--- src/rtl/axil_arb_pkg.sv ---
// Shared types and constants for the AXI4-lite arbiter.
package axil_arb_pkg;

  typedef enum logic [1:0] {
    WR_IDLE = 2'd0,
    WR_REQ  = 2'd1,
    WR_RESP = 2'd2
  } wr_state_t;

  typedef enum logic [1:0] {
    RD_IDLE = 2'd0,
    RD_REQ  = 2'd1,
    RD_RESP = 2'd2
  } rd_state_t;

  localparam logic [1:0] AXIL_RESP_OKAY   = 2'b00;
  localparam logic [1:0] AXIL_RESP_SLVERR = 2'b10;

  function automatic int unsigned grant_width(input int unsigned n);
    return (n > 1) ? $clog2(n) : 1;
  endfunction

endpackage

--- src/rtl/axil_rr_arbiter.sv ---
// Combinational round-robin arbiter; define AXIL_ARB_FIXED_PRIO_EN for
// fixed lowest-index-wins priority (pointer then ignored).
module axil_rr_arbiter
  import axil_arb_pkg::*;
#(
  parameter int unsigned S_COUNT = 2,
  parameter int unsigned GW      = grant_width(S_COUNT)
) (
  input  logic [S_COUNT-1:0] req_i,
  input  logic [GW-1:0]      ptr_i,
  output logic [GW-1:0]      grant_o,
  output logic               grant_valid_o
);

`ifdef AXIL_ARB_FIXED_PRIO_EN
  logic unused_ptr;
  assign unused_ptr = ^ptr_i;

  always_comb begin
    grant_o       = '0;
    grant_valid_o = 1'b0;
    for (int unsigned k = 0; k < S_COUNT; k++) begin
      if (!grant_valid_o && req_i[k]) begin
        grant_valid_o = 1'b1;
        grant_o       = GW'(k);
      end
    end
  end
`else
  logic [2*S_COUNT-1:0] req_dbl;
  logic [S_COUNT-1:0]   req_rot;
  int unsigned          idx;

  assign req_dbl = {req_i, req_i};
  assign req_rot = S_COUNT'(req_dbl >> ptr_i);

  // Search upward from the pointer; req_rot[k] is port (ptr + k) mod S_COUNT.
  always_comb begin
    grant_o       = '0;
    grant_valid_o = 1'b0;
    idx           = 0;
    for (int unsigned k = 0; k < S_COUNT; k++) begin
      idx = 32'(ptr_i) + k;
      if (idx >= S_COUNT) idx = idx - S_COUNT;
      if (!grant_valid_o && req_rot[k]) begin
        grant_valid_o = 1'b1;
        grant_o       = GW'(idx);
      end
    end
  end
`endif

endmodule

--- src/rtl/axil_arbiter.sv ---
// Shares one AXI4-lite master among S_COUNT requesters, one outstanding
// write and one outstanding read. Macro: AXIL_ARB_FIXED_PRIO_EN.
module axil_arbiter
  import axil_arb_pkg::*;
#(
  parameter int unsigned S_COUNT    = 2,
  parameter int unsigned DATA_WIDTH = 32,
  parameter int unsigned ADDR_WIDTH = 32,
  parameter int unsigned STRB_WIDTH = DATA_WIDTH / 8
) (
  input  logic                             clk,
  input  logic                             rst,
  input  logic [S_COUNT*ADDR_WIDTH-1:0]    s_axil_awaddr,
  input  logic [S_COUNT*3-1:0]             s_axil_awprot,
  input  logic [S_COUNT-1:0]               s_axil_awvalid,
  output logic [S_COUNT-1:0]               s_axil_awready,
  input  logic [S_COUNT*DATA_WIDTH-1:0]    s_axil_wdata,
  input  logic [S_COUNT*STRB_WIDTH-1:0]    s_axil_wstrb,
  input  logic [S_COUNT-1:0]               s_axil_wvalid,
  output logic [S_COUNT-1:0]               s_axil_wready,
  output logic [S_COUNT*2-1:0]             s_axil_bresp,
  output logic [S_COUNT-1:0]               s_axil_bvalid,
  input  logic [S_COUNT-1:0]               s_axil_bready,
  input  logic [S_COUNT*ADDR_WIDTH-1:0]    s_axil_araddr,
  input  logic [S_COUNT*3-1:0]             s_axil_arprot,
  input  logic [S_COUNT-1:0]               s_axil_arvalid,
  output logic [S_COUNT-1:0]               s_axil_arready,
  output logic [S_COUNT*DATA_WIDTH-1:0]    s_axil_rdata,
  output logic [S_COUNT*2-1:0]             s_axil_rresp,
  output logic [S_COUNT-1:0]               s_axil_rvalid,
  input  logic [S_COUNT-1:0]               s_axil_rready,
  output logic [ADDR_WIDTH-1:0]            m_axil_awaddr,
  output logic [2:0]                       m_axil_awprot,
  output logic                             m_axil_awvalid,
  input  logic                             m_axil_awready,
  output logic [DATA_WIDTH-1:0]            m_axil_wdata,
  output logic [STRB_WIDTH-1:0]            m_axil_wstrb,
  output logic                             m_axil_wvalid,
  input  logic                             m_axil_wready,
  input  logic [1:0]                       m_axil_bresp,
  input  logic                             m_axil_bvalid,
  output logic                             m_axil_bready,
  output logic [ADDR_WIDTH-1:0]            m_axil_araddr,
  output logic [2:0]                       m_axil_arprot,
  output logic                             m_axil_arvalid,
  input  logic                             m_axil_arready,
  input  logic [DATA_WIDTH-1:0]            m_axil_rdata,
  input  logic [1:0]                       m_axil_rresp,
  input  logic                             m_axil_rvalid,
  output logic                             m_axil_rready,
  output logic                             wr_busy,
  output logic                             rd_busy,
  output logic [grant_width(S_COUNT)-1:0]  wr_grant,
  output logic [grant_width(S_COUNT)-1:0]  rd_grant
);

  localparam int unsigned GW = grant_width(S_COUNT);

  wr_state_t       wr_state_q, wr_state_d;
  rd_state_t       rd_state_q, rd_state_d;
  logic [GW-1:0]   wr_grant_q, wr_grant_d, rd_grant_q, rd_grant_d;
  logic [GW-1:0]   wr_ptr_q, wr_ptr_d, rd_ptr_q, rd_ptr_d;
  logic            aw_done_q, aw_done_d, w_done_q, w_done_d;
  logic            aw_all, w_all;
  logic [GW-1:0]   wr_arb_grant, rd_arb_grant;
  logic            wr_arb_valid, rd_arb_valid;

  logic [ADDR_WIDTH-1:0] awaddr_a [S_COUNT];
  logic [2:0]            awprot_a [S_COUNT];
  logic [DATA_WIDTH-1:0] wdata_a  [S_COUNT];
  logic [STRB_WIDTH-1:0] wstrb_a  [S_COUNT];
  logic [ADDR_WIDTH-1:0] araddr_a [S_COUNT];
  logic [2:0]            arprot_a [S_COUNT];
  logic [1:0]            bresp_a  [S_COUNT];
  logic [DATA_WIDTH-1:0] rdata_a  [S_COUNT];
  logic [1:0]            rresp_a  [S_COUNT];

  // Per-port views of the flattened upstream buses.
  for (genvar i = 0; i < S_COUNT; i++) begin : g_port
    assign awaddr_a[i] = s_axil_awaddr[i*ADDR_WIDTH +: ADDR_WIDTH];
    assign awprot_a[i] = s_axil_awprot[i*3 +: 3];
    assign wdata_a[i]  = s_axil_wdata[i*DATA_WIDTH +: DATA_WIDTH];
    assign wstrb_a[i]  = s_axil_wstrb[i*STRB_WIDTH +: STRB_WIDTH];
    assign araddr_a[i] = s_axil_araddr[i*ADDR_WIDTH +: ADDR_WIDTH];
    assign arprot_a[i] = s_axil_arprot[i*3 +: 3];
    assign s_axil_bresp[i*2 +: 2]                 = bresp_a[i];
    assign s_axil_rdata[i*DATA_WIDTH +: DATA_WIDTH] = rdata_a[i];
    assign s_axil_rresp[i*2 +: 2]                 = rresp_a[i];
  end

  axil_rr_arbiter #(.S_COUNT(S_COUNT), .GW(GW)) u_wr_arb (
    .req_i         (s_axil_awvalid),
    .ptr_i         (wr_ptr_q),
    .grant_o       (wr_arb_grant),
    .grant_valid_o (wr_arb_valid)
  );

  axil_rr_arbiter #(.S_COUNT(S_COUNT), .GW(GW)) u_rd_arb (
    .req_i         (s_axil_arvalid),
    .ptr_i         (rd_ptr_q),
    .grant_o       (rd_arb_grant),
    .grant_valid_o (rd_arb_valid)
  );

  function automatic logic [GW-1:0] next_idx(input logic [GW-1:0] g);
`ifdef AXIL_ARB_FIXED_PRIO_EN
    return GW'(0) & g;
`else
    int unsigned n;
    n = 32'(g) + 1;
    if (n >= S_COUNT) n = 0;
    return GW'(n);
`endif
  endfunction

  // Payloads follow the frozen grant; only valids/readies are gated by state.
  assign m_axil_awaddr = awaddr_a[wr_grant_q];
  assign m_axil_awprot = awprot_a[wr_grant_q];
  assign m_axil_wdata  = wdata_a[wr_grant_q];
  assign m_axil_wstrb  = wstrb_a[wr_grant_q];
  assign m_axil_araddr = araddr_a[rd_grant_q];
  assign m_axil_arprot = arprot_a[rd_grant_q];

  assign wr_busy  = (wr_state_q != WR_IDLE);
  assign rd_busy  = (rd_state_q != RD_IDLE);
  assign wr_grant = wr_grant_q;
  assign rd_grant = rd_grant_q;

  always_ff @(posedge clk or posedge rst) begin
    if (rst) begin
      wr_state_q <= WR_IDLE;
      rd_state_q <= RD_IDLE;
      wr_grant_q <= '0;
      rd_grant_q <= '0;
      wr_ptr_q   <= '0;
      rd_ptr_q   <= '0;
      aw_done_q  <= 1'b0;
      w_done_q   <= 1'b0;
    end else begin
      wr_state_q <= wr_state_d;
      rd_state_q <= rd_state_d;
      wr_grant_q <= wr_grant_d;
      rd_grant_q <= rd_grant_d;
      wr_ptr_q   <= wr_ptr_d;
      rd_ptr_q   <= rd_ptr_d;
      aw_done_q  <= aw_done_d;
      w_done_q   <= w_done_d;
    end
  end

  // Write path: AW and W may complete in either order; B only in WR_RESP.
  always_comb begin
    wr_state_d     = wr_state_q;
    wr_grant_d     = wr_grant_q;
    wr_ptr_d       = wr_ptr_q;
    aw_done_d      = aw_done_q;
    w_done_d       = w_done_q;
    aw_all         = 1'b0;
    w_all          = 1'b0;
    m_axil_awvalid = 1'b0;
    m_axil_wvalid  = 1'b0;
    m_axil_bready  = 1'b0;
    s_axil_awready = '0;
    s_axil_wready  = '0;
    s_axil_bvalid  = '0;
    for (int unsigned i = 0; i < S_COUNT; i++) bresp_a[i] = AXIL_RESP_OKAY;
    case (wr_state_q)
      WR_IDLE: begin
        if (wr_arb_valid) begin
          wr_grant_d = wr_arb_grant;
          wr_state_d = WR_REQ;
        end
      end
      WR_REQ: begin
        m_axil_awvalid             = s_axil_awvalid[wr_grant_q] & ~aw_done_q;
        s_axil_awready[wr_grant_q] = m_axil_awready & ~aw_done_q;
        m_axil_wvalid              = s_axil_wvalid[wr_grant_q] & ~w_done_q;
        s_axil_wready[wr_grant_q]  = m_axil_wready & ~w_done_q;
        aw_all = aw_done_q | (m_axil_awvalid & m_axil_awready);
        w_all  = w_done_q | (m_axil_wvalid & m_axil_wready);
        if (aw_all && w_all) begin
          wr_state_d = WR_RESP;
          aw_done_d  = 1'b0;
          w_done_d   = 1'b0;
        end else begin
          aw_done_d = aw_all;
          w_done_d  = w_all;
        end
      end
      WR_RESP: begin
        s_axil_bvalid[wr_grant_q] = m_axil_bvalid;
        bresp_a[wr_grant_q]       = m_axil_bresp;
        m_axil_bready             = s_axil_bready[wr_grant_q];
        if (m_axil_bvalid && s_axil_bready[wr_grant_q]) begin
          wr_state_d = WR_IDLE;
          wr_ptr_d   = next_idx(wr_grant_q);
        end
      end
      default: wr_state_d = WR_IDLE;
    endcase
  end

  // Read path: independent of the write path.
  always_comb begin
    rd_state_d     = rd_state_q;
    rd_grant_d     = rd_grant_q;
    rd_ptr_d       = rd_ptr_q;
    m_axil_arvalid = 1'b0;
    m_axil_rready  = 1'b0;
    s_axil_arready = '0;
    s_axil_rvalid  = '0;
    for (int unsigned i = 0; i < S_COUNT; i++) begin
      rdata_a[i] = '0;
      rresp_a[i] = AXIL_RESP_OKAY;
    end
    case (rd_state_q)
      RD_IDLE: begin
        if (rd_arb_valid) begin
          rd_grant_d = rd_arb_grant;
          rd_state_d = RD_REQ;
        end
      end
      RD_REQ: begin
        m_axil_arvalid             = s_axil_arvalid[rd_grant_q];
        s_axil_arready[rd_grant_q] = m_axil_arready;
        if (m_axil_arvalid && m_axil_arready) rd_state_d = RD_RESP;
      end
      RD_RESP: begin
        s_axil_rvalid[rd_grant_q] = m_axil_rvalid;
        rdata_a[rd_grant_q]       = m_axil_rdata;
        rresp_a[rd_grant_q]       = m_axil_rresp;
        m_axil_rready             = s_axil_rready[rd_grant_q];
        if (m_axil_rvalid && s_axil_rready[rd_grant_q]) begin
          rd_state_d = RD_IDLE;
          rd_ptr_d   = next_idx(rd_grant_q);
        end
      end
      default: rd_state_d = RD_IDLE;
    endcase
  end

endmodule
--- config.mk ---
export PLATFORM = sky130hd
export DESIGN_NAME = axil_arbiter
export DESIGN_NICKNAME = d
export VERILOG_FILES = /design/src/rtl/axil_arb_pkg.sv /design/src/rtl/axil_rr_arbiter.sv /design/src/rtl/axil_arbiter.sv
export SDC_FILE = /design/constraint.sdc
export NUM_CORES = 1
export LEC_CHECK = 0
export BUFFER_PORTS_ARGS = -buffer_cell sky130_fd_sc_hd__buf_2
export CAP_MARGIN = 10
export CORE_AREA = 2 2 181 183
export CTS_BUF_LIST = sky130_fd_sc_hd__clkbuf_16
export DETAILED_ROUTE_END_ITERATION = 6
export DIE_AREA = 0 0 183 185
export GPL_ROUTABILITY_DRIVEN = 0
export PLACE_DENSITY = 0.42
export RECOVER_POWER = 25
export REMOVE_ABC_BUFFERS = 1
export SLEW_MARGIN = 20
export SYNTH_ARGS = -nofsm -noshare
export SYNTH_HDL_FRONTEND = slang
export SYNTH_SLANG_ARGS = --single-unit
--- constraint.sdc ---
create_clock -name clk -period 1.2 [get_ports clk]
set_input_delay 0.12 -clock clk [delete_from_list [all_inputs] [get_ports clk]]
set_output_delay 0.12 -clock clk [all_outputs]
set_load 0.03 [all_outputs]
### Word level (Yosys, flattened, before mapping)

Index checks and enable logic that the tools add are counted.

| cells by class | value |
|---|---|
| $add $sub $neg | 8 |
| $lt $le $gt $ge | 14 |
| equal/unequal tests | 10 |
| shifts and indexed selects | 2 |
| mux-type cells | 75 |
| bitwise logic cells | 20 |
| reductions and logical operators | 22 |

Operators with widths:

| operator | number |
|---|---|
| $mux 32 | 10 |
| $and 64x64->64 | 1 |
| $mux 64 | 1 |
| $mux 1 | 33 |
| $demux 32 s1 | 1 |
| $mux 2 | 13 |
| $mux 4 | 5 |
| $mux 3 | 6 |
| $ge 2x2->1 const B | 6 |
| $pmux 2 s3 | 2 |
| $and 2x2->2 | 5 |
| $logic_and 1x1->1 | 10 |
| $ne 2x2->1 const B | 5 |
| $add 1x1->2 const B | 4 |
| $and 4x4->4 | 2 |
| $reduce_and 2->1 | 4 |
| $shr 4x1->2 | 2 |
| $and 1x1->1 | 6 |
| $reduce_and 3->1 | 2 |
| $demux 2 s1 | 2 |
| $eq 2x1->1 const B | 2 |
| $eq 2x2->1 const B | 2 |
| $ge 1x2->1 const B | 2 |
| $logic_not 2->1 | 2 |
| 11 further kinds | 23 |

| word-level totals | value |
|---|---|
| bits in registers | 10 |
| output and inout bits | 197 |
| word-level logic and storage cells | 159 |

### Depth between registers and ports, before layout

Gate-level depths: netlist of run 1.

| logic depth | value |
|---|---|
| depth after elaboration | 8 |
| depth in mapped cells | 5 |
| gate-level depth less buffers | 3 |

### Modules after synthesis

Synthesis of run 1 repeated with hierarchy kept, for this count alone.

| unflattened totals | value |
|---|---|
| cells, all modules | 284 |
| area, all modules | 2496.1 sq um |

Modules (own cells, without submodules):

| module | times used | cells an instance | area an instance (sq um) | sequential area each (sq um) |
|---|---|---|---|---|
| axil_arbiter | 1 | 278 | 2461.1 | 250.2 |
| axil_rr_arbiter | 2 | 3 | 17.5 | 0.0 |

### Worst setup path before layout of run 1

No wires, ideal clock.

| timing | value |
|---|---|
| path kind | register to output |
| start point | register wr_grant_q (netlist: wr_grant) |
| end point | output port s_axil_awready[0] |
| data arrival time | 1.992 ns |
| setup slack | -0.912 ns |
| stages on the path, launching flop included | 5 |
| buffers on the path | 3 |
| cells stage by stage | dfrtp_1 buf_6 buf_2 buf_4 nor4_1 |

| between the ends | value |
|---|---|
| word-level cells in the longest chain between the ends | 6 |
| elaborated cells between the ends (all ways) | 7 |
| those cells by class | 2 x order compare; 3 x mux; 1 x bitwise; 1 x reduce/logical |

RTL lines:

| element | RTL line | source |
|---|---|---|
| from (decl) | axil_arbiter.sv:61 | `logic [GW-1:0] wr_grant_q, wr_grant_d, rd_grant_q, rd_grant_d;` |
| from (signal assigned) | axil_arbiter.sv:142 | `wr_grant_q <= wr_grant_d;` |
| $lt 1x2->1 (not written as such) or $ge 1x1->1 (tied branches) | axil_arbiter.sv:176 | `s_axil_awready[wr_grant_q] = m_axil_awready & ~aw_done_q;` |
| $logic_and 1x1->1 (not written as such) | axil_arbiter.sv:176 |  |
| $mux 1 (not written as such) | axil_arbiter.sv:176 |  |
| $demux 1 s1 * | axil_arbiter.sv:176 |  |
| $and 2x2->2 (no line) * | - |  |
| $mux 2 * | axil_arbiter.sv:167 | `case (wr_state_q)` |
| to (decl) | axil_arbiter.sv:16 | `output logic [S_COUNT-1:0] s_axil_awready,` |

Mark *: on every way between the ends. The rest lies on a longest branch, timed or not.

### Worst setup path after layout of run 1

| timing | value |
|---|---|
| start point | register rd_grant_q (netlist: rd_grant) |
| end point | output port s_axil_rdata[2] |

| between the ends | value |
|---|---|
| word-level cells in the longest chain between the ends | 7 |
| elaborated cells between the ends (all ways) | 8 |
| those cells by class | 2 x order compare; 3 x mux; 2 x bitwise; 1 x reduce/logical |

RTL lines:

| element | RTL line | source |
|---|---|---|
| from (decl) | axil_arbiter.sv:61 |  |
| from (signal assigned) | axil_arbiter.sv:143 | `rd_grant_q <= rd_grant_d;` |
| $not 1->2 (not written as such) * | axil_arbiter.sv:230 | `rdata_a[rd_grant_q] = m_axil_rdata;` |
| $ge 2x2->1 (not written as such) or $lt 2x1->1 (tied branches) | axil_arbiter.sv:230 |  |
| $logic_and 1x1->1 (not written as such) | axil_arbiter.sv:230 |  |
| $mux 32 (not written as such) | axil_arbiter.sv:230 |  |
| $demux 32 s1 * | axil_arbiter.sv:230 |  |
| $and 64x64->64 (no line) * | - |  |
| $mux 64 * | axil_arbiter.sv:216 | `case (rd_state_q)` |
| to (decl) | axil_arbiter.sv:28 | `output logic [S_COUNT*DATA_WIDTH-1:0] s_axil_rdata,` |

Marks and branches as above.

==> metrics.csv, run 1 <==
stage,metric,value,unit
outcome,status,finished with violations,
outcome,violations in the final reports,setup timing,
detailed_routing,per-cell routed wire length,17.69,µm
finish,count of filler cells inserted in the layout,3518,
global_route,number of global-route vias before repair,4383,
yosys,"EDFF count, synth",0,
clock_tree,post-CTS clock slew at the launch and capture registers of the worst setup and hold paths,0.05,ns
worst_hold_path,class of the worst hold path,input port to register,
global_route,aggregate global routing overflow,0,
sta,RSZ-0062 raised after global routing,true,
setup_path,CP Class,register to output pin,
yosys,cell with the most instances after synthesis,sky130_fd_sc_hd__mux2_2,
detailed_routing,DRC marker count from the first detailed-route iteration,87,
setup_path,endpoint arrival time on the critical path,1.57,ns
finish,cell area after layout,7556,µm²
yosys,fraction of synthesized cell area taken by the top area cell type,49.23,%
yosys,gate count after technology mapping,278,
detailed_routing,remaining antenna violation count,0,
finish,net total in the final layout,1059,
die,number of top-level pins,462,
sta,total of endpoints with negative setup slack in the final report,204,
yosys,largest cells by area after synthesis,"sky130_fd_sc_hd__mux2_2, sky130_fd_sc_hd__and2_1, sky130_fd_sc_hd__dfrtp_1",
sta,Fin Setup TNS,-77.47,ns
run,Max-cap violations,0,
setup_path,type of destination of the critical path,output pin,
global_route,gr usage total,10.90,%
pwr,power per unit of standard cell area,1951,nW/µm²
yosys,count of distinct cell types in the synthesized netlist,32,
global_route,wire length of the first global-routing pass,26980,µm
place,cell area reported after detailed placement,5500,µm²
yosys,Syn Area/Cell,8.803,µm²
sta,worst hold margin,0.1010,ns
clock_tree,TritonCTS Buffers,3,
die,width of the die,183,µm
global_route,largest net degree at the start of global routing,39,
sta,Final Hold Viols,0,
yosys,prevailing post-synth register cell,sky130_fd_sc_hd__dfrtp_1,
setup_path,"critical path fanouts, max",7,
sta,final setup margin,-0.4905,ns
detailed_routing,routed vias/inst,3.653,
detailed_routing,sum of routed wire length over all layers,21330,µm
finish,relative area change from synthesis to final layout,208.7,%
clock_tree,deepest level of the CTS H-tree,1,
yosys,area of the mapped netlist,2447,µm²
finish,share of post-route cells with drive strength above 1,94.07,%
place,DP Wirelength,17100,µm
setup_path,"Req. time, crit path",1.08,ns
detailed_routing,DR pass1 iterations,4,
die,chip height,185,µm
yosys,commonest cells in the synthesized netlist,"sky130_fd_sc_hd__mux2_2, sky130_fd_sc_hd__and2_1, sky130_fd_sc_hd__dfrtp_1",
detailed_routing,number of remaining DRC errors,0,
sta,clk_skew,0.0007852,ns
die,Core ar.,32040,µm²
clock_tree,clock network latency to the later pin of the worst-skew pair,0.24,ns
sta,measured slew at the worst slew-check pin,0.3584,ns
clock_tree,clock root buffer,sky130_fd_sc_hd__clkbuf_16,
sta,Max-slew headroom,76.11,%
setup_path,sort of element at the start of the critical path,register,
finish,post-layout utilization of the core,23.58,%
die,Cell Rows,66,
die,initial core utilization,7.638,%
pwr,Max VDD drop,0.7734,mV
sta,Final Critical Period,1.691,ns
yosys,part of the Yosys area used for sequential elements,10.22,%
sta,Final Max Slew Viols,0,
sta,Max Freq,591.5,MHz
yosys,register bit count reported by yosys,10,
yosys,Post-synth ARST share,100.0,%
pwr,Power Total,0.01474,W
clock_tree,worst-case clock buffer depth,2,
clock_tree,CTS tree,built,
clock_tree,TritonCTS sink count,10,
global_route,antenna violations before repair,12,
yosys,largest area contributor in the netlist,sky130_fd_sc_hd__mux2_2,
pwr,leakage power of the design,3.847,nW
place,number of port buffers,461,
sta,final worst-path cycle share,140.9,%
yosys,Yosys warning total,0,
detailed_routing,via count,4405,
die,Die Outline Area,33860,µm²
[routing by layer]
metal | vias to the layer above | track usage, % | routed length, µm
met2 | 306 | 22.17 | 11610
met5 | - | 0 | 58
met4 | 10 | 2.336 | 455
met3 | 36 | 3.677 | 2069
li1 | 2009 | - | -
met1 | 2044 | 10.48 | 7136
[layout make-up]
type / count / area [µm²] / area share (%)
Antenna cell: 5 / 12.51 / 0.1656
Clock inverter: 1 / 3.754 / 0.04968
Timing Repair Buffer: 532 / 4124 / 54.58
Sequential cell: 10 / 256.5 / 3.395
Multi-Input combinational cell: 239 / 2541 / 33.63
Clock buffer: 3 / 75.07 / 0.9935
Inverter: 8 / 32.53 / 0.4305
Tap cell: 408 / 510.5 / 6.756
[final timing paths]
path	from	end	slack, ns	cells past startpoint
max	rd_grant	s_axil_rdata[2]	-0.49	6
min	s_axil_awvalid[0]	wr_grant	0.10	2
max reg2reg	wr_grant	wr_state_q[1]	-0.35	4
min reg2reg	rd_ptr_q	rd_ptr_q	0.54	1
max in group asynchronous	rst	wr_grant	0.41	4
min in group asynchronous	rst	w_done_q	0.50	4
[kinds of logic (layout without fill, tap and decap cells)]
family / Yosys count / count (layout) / share of synthesized area, %
flip-flops: 10 / 10 / 10.22
AND/OR/NAND/NOR: 107 / 107 / 26.69
AO/OA/AOI/OAI: 19 / 19 / 4.857
multiplexers: 113 / 113 / 51.89
other: 0 / 5 / 0
buffers and inverters: 29 / 544 / 6.339
[cell usage in the layout, fill, tap and decap left out, types with 2 or more instances in the layout]
master,n
sky130_fd_sc_hd__nand2_1,3
sky130_fd_sc_hd__dfrtp_1,7
sky130_fd_sc_hd__mux2_4,31
sky130_fd_sc_hd__dfrtp_2,2
sky130_fd_sc_hd__inv_1,6
sky130_fd_sc_hd__nor3b_2,3
sky130_fd_sc_hd__nand2b_2,2
sky130_fd_sc_hd__a31oi_1,3
sky130_fd_sc_hd__buf_4,79
sky130_fd_sc_hd__and3_1,3
sky130_fd_sc_hd__nor2_1,2
sky130_fd_sc_hd__o21ai_0,2
sky130_fd_sc_hd__buf_16,3
sky130_fd_sc_hd__and2_4,66
sky130_fd_sc_hd__nor2_4,8
sky130_fd_sc_hd__mux2_2,77
sky130_fd_sc_hd__nor2b_4,4
sky130_fd_sc_hd__diode_2,5
sky130_fd_sc_hd__buf_12,8
sky130_fd_sc_hd__buf_6,152
sky130_fd_sc_hd__buf_8,4
sky130_fd_sc_hd__a21oi_1,3
sky130_fd_sc_hd__mux2i_2,2
sky130_fd_sc_hd__mux2i_4,2
sky130_fd_sc_hd__buf_2,280
sky130_fd_sc_hd__o21ai_2,2
sky130_fd_sc_hd__and2_1,4
sky130_fd_sc_hd__clkbuf_16,7
[per-stage QoR]
stage | std cells | setup slack, ns
2_1_floorplan | 257 | -2.158
3_3_place_gp | 1165 | -0.5924
3_5_place_dp | 1165 | -0.5873
4_1_cts | 1194 | -0.5047
5_1_grt | 1206 | -0.5408
6_report | 1206 | -0.4905
[sequential cells by signal, summed over array words and instances (netlist names)]
register / flops
wr_state_q: 2
wr_ptr_q: 1
rd_grant: 1
rd_state_q: 2
w_done_q: 1
aw_done_q: 1
wr_grant: 1
rd_ptr_q: 1
[report_power, final]
| group | leakage, nW | switching [W] | internal (W) |
|---|---|---|---|
| combinational | 3.69 | 0.00672 | 0.00667 |
| clock | 0.0386 | 0.000186 | 0.000440 |
| sequential | 0.115 | 0.000219 | 0.000505 |
[worst max-delay path, cell delays in order, from the launching register on]
cell and delay [ns]:
sky130_fd_sc_hd__dfrtp_2 0.43, sky130_fd_sc_hd__buf_6 0.15, sky130_fd_sc_hd__nor2_4 0.17, sky130_fd_sc_hd__buf_4 0.16, sky130_fd_sc_hd__clkbuf_16 0.14, sky130_fd_sc_hd__and2_4 0.14
sky130_fd_sc_hd__buf_6 0.13
[timing repair]
item | in CTS | in global routing
resized for setup | 285 | 264
cloned | 7 | 6
pin swaps | 11 | 61
endpoints found under the hold margin | 10 | 0
hold buffers | 1 | 0
setup endpoints to repair | 204 | 206
setup buffers | 17 | 10
(Power assumes the default switching activity.)
==> run 2: changes to the inputs <==
Settings changed: PLACE_DENSITY 0.42 to not set.
==> run 2 against run 1 <==
Against the previous run: the run still ends with setup timing left; cell count fell by 0.58%; critical endpoint is now m_axil_wstrb[3]; critical path type unchanged; design area shrank 1.5%; largest power group unchanged; critical path depth shrank 1; sequential power up 2%; global-route usage increased by 1.5 points; worst hold slack lost 0.0061 ns; worst setup slack worse by 0.0077 ns; clock power is essentially flat; utilization decreased by 0.35 points; flip-flop and latch count stayed put; sequential share of layout area increased by 0.084 points; via count is 3.0% higher.
==> metrics.csv, run 2 (same netlist as run 1, synthesis figures left out) <==
stage,metric,value,unit,change
detailed_routing,DR pass1 iterations,4,,unchanged
sta,Final Hold Viols,0,,unchanged
sta,RSZ-0062 raised after global routing,true,,unchanged
global_route,global-route track usage on met3,3.618,%,was 3.677%
detailed_routing,via count,4536,,was 4405
finish,net total in the final layout,1052,,was 1059
pwr,leakage power of the design,3.826,nW,was 3.847 nW
pwr,power per unit of standard cell area,2005,nW/µm²,was 1951 nW/µm²
die,width of the die,183,µm,unchanged
setup_path,endpoint arrival time on the critical path,1.58,ns,was 1.57 ns
finish,most frequent standard cell in the layout excluding fill and tap cells,sky130_fd_sc_hd__buf_2,,unchanged
setup_path,"Req. time, crit path",1.08,ns,about the same
place,number of port buffers,461,,unchanged
place,DP Cell Count,1151,,was 1165
pwr,Max VDD drop,0.7788,mV,was 0.7734 mV
global_route,peak-usage layer in the global routing report,met2,,unchanged
setup_path,type of destination of the critical path,output pin,,unchanged
sta,measured slew at the worst slew-check pin,0.5271,ns,was 0.3584 ns
finish,cell area after layout,7445,µm²,was 7556 µm²
global_route,wire length of the first global-routing pass,29700,µm,was 26980 µm
die,number of top-level pins,462,,unchanged
clock_tree,post-CTS clock slew at the launch and capture registers of the worst setup and hold paths,0.05,ns,about the same
place,DP Wirelength,19050,µm,was 17100 µm
clock_tree,TritonCTS Buffers,3,,unchanged
global_route,largest net degree at the start of global routing,22,,was 39
die,Die Outline Area,33860,µm²,unchanged
sta,total of endpoints with negative setup slack in the final report,206,,was 204
global_route,gr usage total,12.43,%,was 10.90%
pwr,portion of total power attributed to sequential cells,4.9,%,about the same
setup_path,sort of element at the start of the critical path,register,,unchanged
global_route,antenna violations before repair,15,,was 12
sta,Final Max Slew Viols,0,,unchanged
finish,share of post-route cells with drive strength above 1,92.62,%,was 94.07%
pwr,power dissipated by switching net loads,0.007304,W,was 0.007126 W
die,chip height,185,µm,unchanged
global_route,met1 GRT Util,12.16,%,was 10.48%
finish,count of filler cells inserted in the layout,3454,,was 3518
setup_path,CP Class,register to output pin,,unchanged
detailed_routing,remaining antenna violation count,0,,unchanged
detailed_routing,DRC marker count from the first detailed-route iteration,116,,was 87
pwr,internal power,0.007623,W,was 0.007616 W
clock_tree,CTS tree,built,,unchanged
detailed_routing,number of remaining DRC errors,0,,unchanged
setup_path,"critical path fanouts, max",5,,was 7
global_route,GR met2 Demand/Resource,26.14,%,was 22.17%
pwr,combinational share of power,90.9,%,about the same
pwr,switching power as a share of total power,48.93,%,was 48.34%
die,Core ar.,32040,µm²,unchanged
finish,top flop regs,"rd_state_q x2, wr_state_q x2",,unchanged
finish,relative area change from synthesis to final layout,204.2,%,was 208.7%
sta,Max Freq,588.9,MHz,was 591.5 MHz
detailed_routing,routed vias/inst,3.783,,was 3.653
sta,clk_skew,0.0004028,ns,was 0.0007852 ns
run,Max-cap violations,0,,unchanged
outcome,violations in the final reports,setup timing,,unchanged
global_route,aggregate global routing overflow,0,,unchanged
clock_tree,worst-case clock buffer depth,2,,unchanged
global_route,number of global-route vias before repair,4214,,was 4383
sta,Final Critical Period,1.698,ns,was 1.691 ns
detailed_routing,per-cell routed wire length,20.63,µm,was 17.69 µm
detailed_routing,sum of routed wire length over all layers,24740,µm,was 21330 µm
die,initial core utilization,7.638,%,unchanged
clock_tree,clock root buffer,sky130_fd_sc_hd__clkbuf_16,,unchanged
pwr,clock group share of total power,4.2,%,about the same
clock_tree,deepest level of the CTS H-tree,1,,unchanged
sta,Max-slew headroom,64.82,%,was 76.11%
place,cell area reported after detailed placement,5383,µm²,was 5500 µm²
finish,"commonest cells after routing, fill and taps aside","sky130_fd_sc_hd__buf_2, sky130_fd_sc_hd__buf_6, sky130_fd_sc_hd__mux2_2",,"was sky130_fd_sc_hd__buf_2, sky130_fd_sc_hd__buf_6, sky130_fd_sc_hd__buf_4"
sta,final worst-path cycle share,141.5,%,was 140.9%
finish,area occupied by multi-input gates,2526,µm²,was 2541 µm²
worst_hold_path,class of the worst hold path,input port to register,,unchanged
finish,storage element area,259.0,µm²,was 256.5 µm²
die,Cell Rows,66,,unchanged
finish,post-layout utilization of the core,23.23,%,was 23.58%
clock_tree,clock network latency to the later pin of the worst-skew pair,0.25,ns,was 0.24 ns
clock_tree,TritonCTS sink count,10,,unchanged
finish,post-route insts no fill,1199,,was 1206
outcome,status,finished with violations,,unchanged
sta,final setup margin,-0.4982,ns,was -0.4905 ns
[run 2: cell count changes in the layout (fill, tap and decap cells not counted), moves of 4 or more]
cell | before | now
sky130_fd_sc_hd__and2_4 | 66 | 52
sky130_fd_sc_hd__buf_4 | 79 | 38
sky130_fd_sc_hd__buf_6 | 152 | 125
sky130_fd_sc_hd__buf_16 | 3 | 7
sky130_fd_sc_hd__mux2_4 | 31 | 41
sky130_fd_sc_hd__clkbuf_4 | 0 | 14
sky130_fd_sc_hd__and2_1 | 4 | 18
sky130_fd_sc_hd__buf_2 | 280 | 319
sky130_fd_sc_hd__mux2_2 | 77 | 67
[run 2: timing repair]
action / CTS / global route
hold buffers: 1 / 0
setup buffers: 20 / 6
endpoints found under the setup margin: 204 / 206
resized for setup: 222 / 257
gates cloned: 10 / 8
endpoints found under the hold margin: 10 / 0
pin swaps: 28 / 39
[run 2: path summary, 6_finish.rpt]
check | start | endpoint | slack [ns] | cells past startpoint
setup / recovery | wr_grant | m_axil_wstrb[3] | -0.50 | 5
hold / removal | s_axil_awvalid[0] | wr_grant | 0.09 | 2
setup reg to reg | wr_grant | wr_state_q[1] | -0.43 | 5
hold reg to reg | rd_ptr_q | rd_ptr_q | 0.52 | 1
max in group asynchronous | rst | wr_grant | 0.32 | 3
min in group asynchronous | rst | w_done_q | 0.48 | 3
[run 2: per-stage QoR]
stage	power, W	TNS, ns	hold WS [ns]	setup WS [ns]
2_1_floorplan	0.005645	-265.15	-0.03982	-2.158
6_report	0.01493	-78.93	0.09490	-0.4982
3_3_place_gp	0.009845	-29.38	0.1889	-0.4010
3_5_place_dp	0.009943	-32.57	0.1985	-0.4085
5_1_grt	0.01564	-89.01	0.1000	-0.5321
4_1_cts	0.01304	-85.57	0.08641	-0.5141
[run 2: worst max-delay path, stage by stage (launching register included)]
cell and delay, ns:
sky130_fd_sc_hd__dfrtp_4 0.49, sky130_fd_sc_hd__buf_12 0.15, sky130_fd_sc_hd__buf_8 0.13, sky130_fd_sc_hd__buf_6 0.11
sky130_fd_sc_hd__mux2_4 0.30, sky130_fd_sc_hd__buf_6 0.14
[run 2: metal layers]
| layer | share of wire [%] | vias to the layer above |
|---|---|---|
| met4 | 1.7 | 10 |
| met2 | 56 | 322 |
| met1 | 34 | 2161 |
| met3 | 7.8 | 42 |
| li1 | - | 2001 |
| met5 | 0.30 | - |
[run 2: area by class of cell]
cell class              instances  share of cell area (%)
diodes                          5                  0.1681
repair buffers                525                   54.10
well taps                     408                   6.857
clock buffers                   3                   1.008
flip-flops and latches         10                   3.479
clock inverters                 1                 0.05042
multi-input cells             239                   33.93
inverters                       8                  0.4034
[run 2: power by group through the flow]
| stage | clock (W) | combinational [W] | sequential (W) |
|---|---|---|---|
| floorplan | 0 | 0.00461 | 0.00104 |
| global placement | 0 | 0.00910 | 0.000745 |
| detailed placement | 0 | 0.00920 | 0.000745 |
| CTS | 0.000657 | 0.0117 | 0.000702 |
| global route | 0.000678 | 0.0142 | 0.000765 |
| finish | 0.000626 | 0.0136 | 0.000738 |
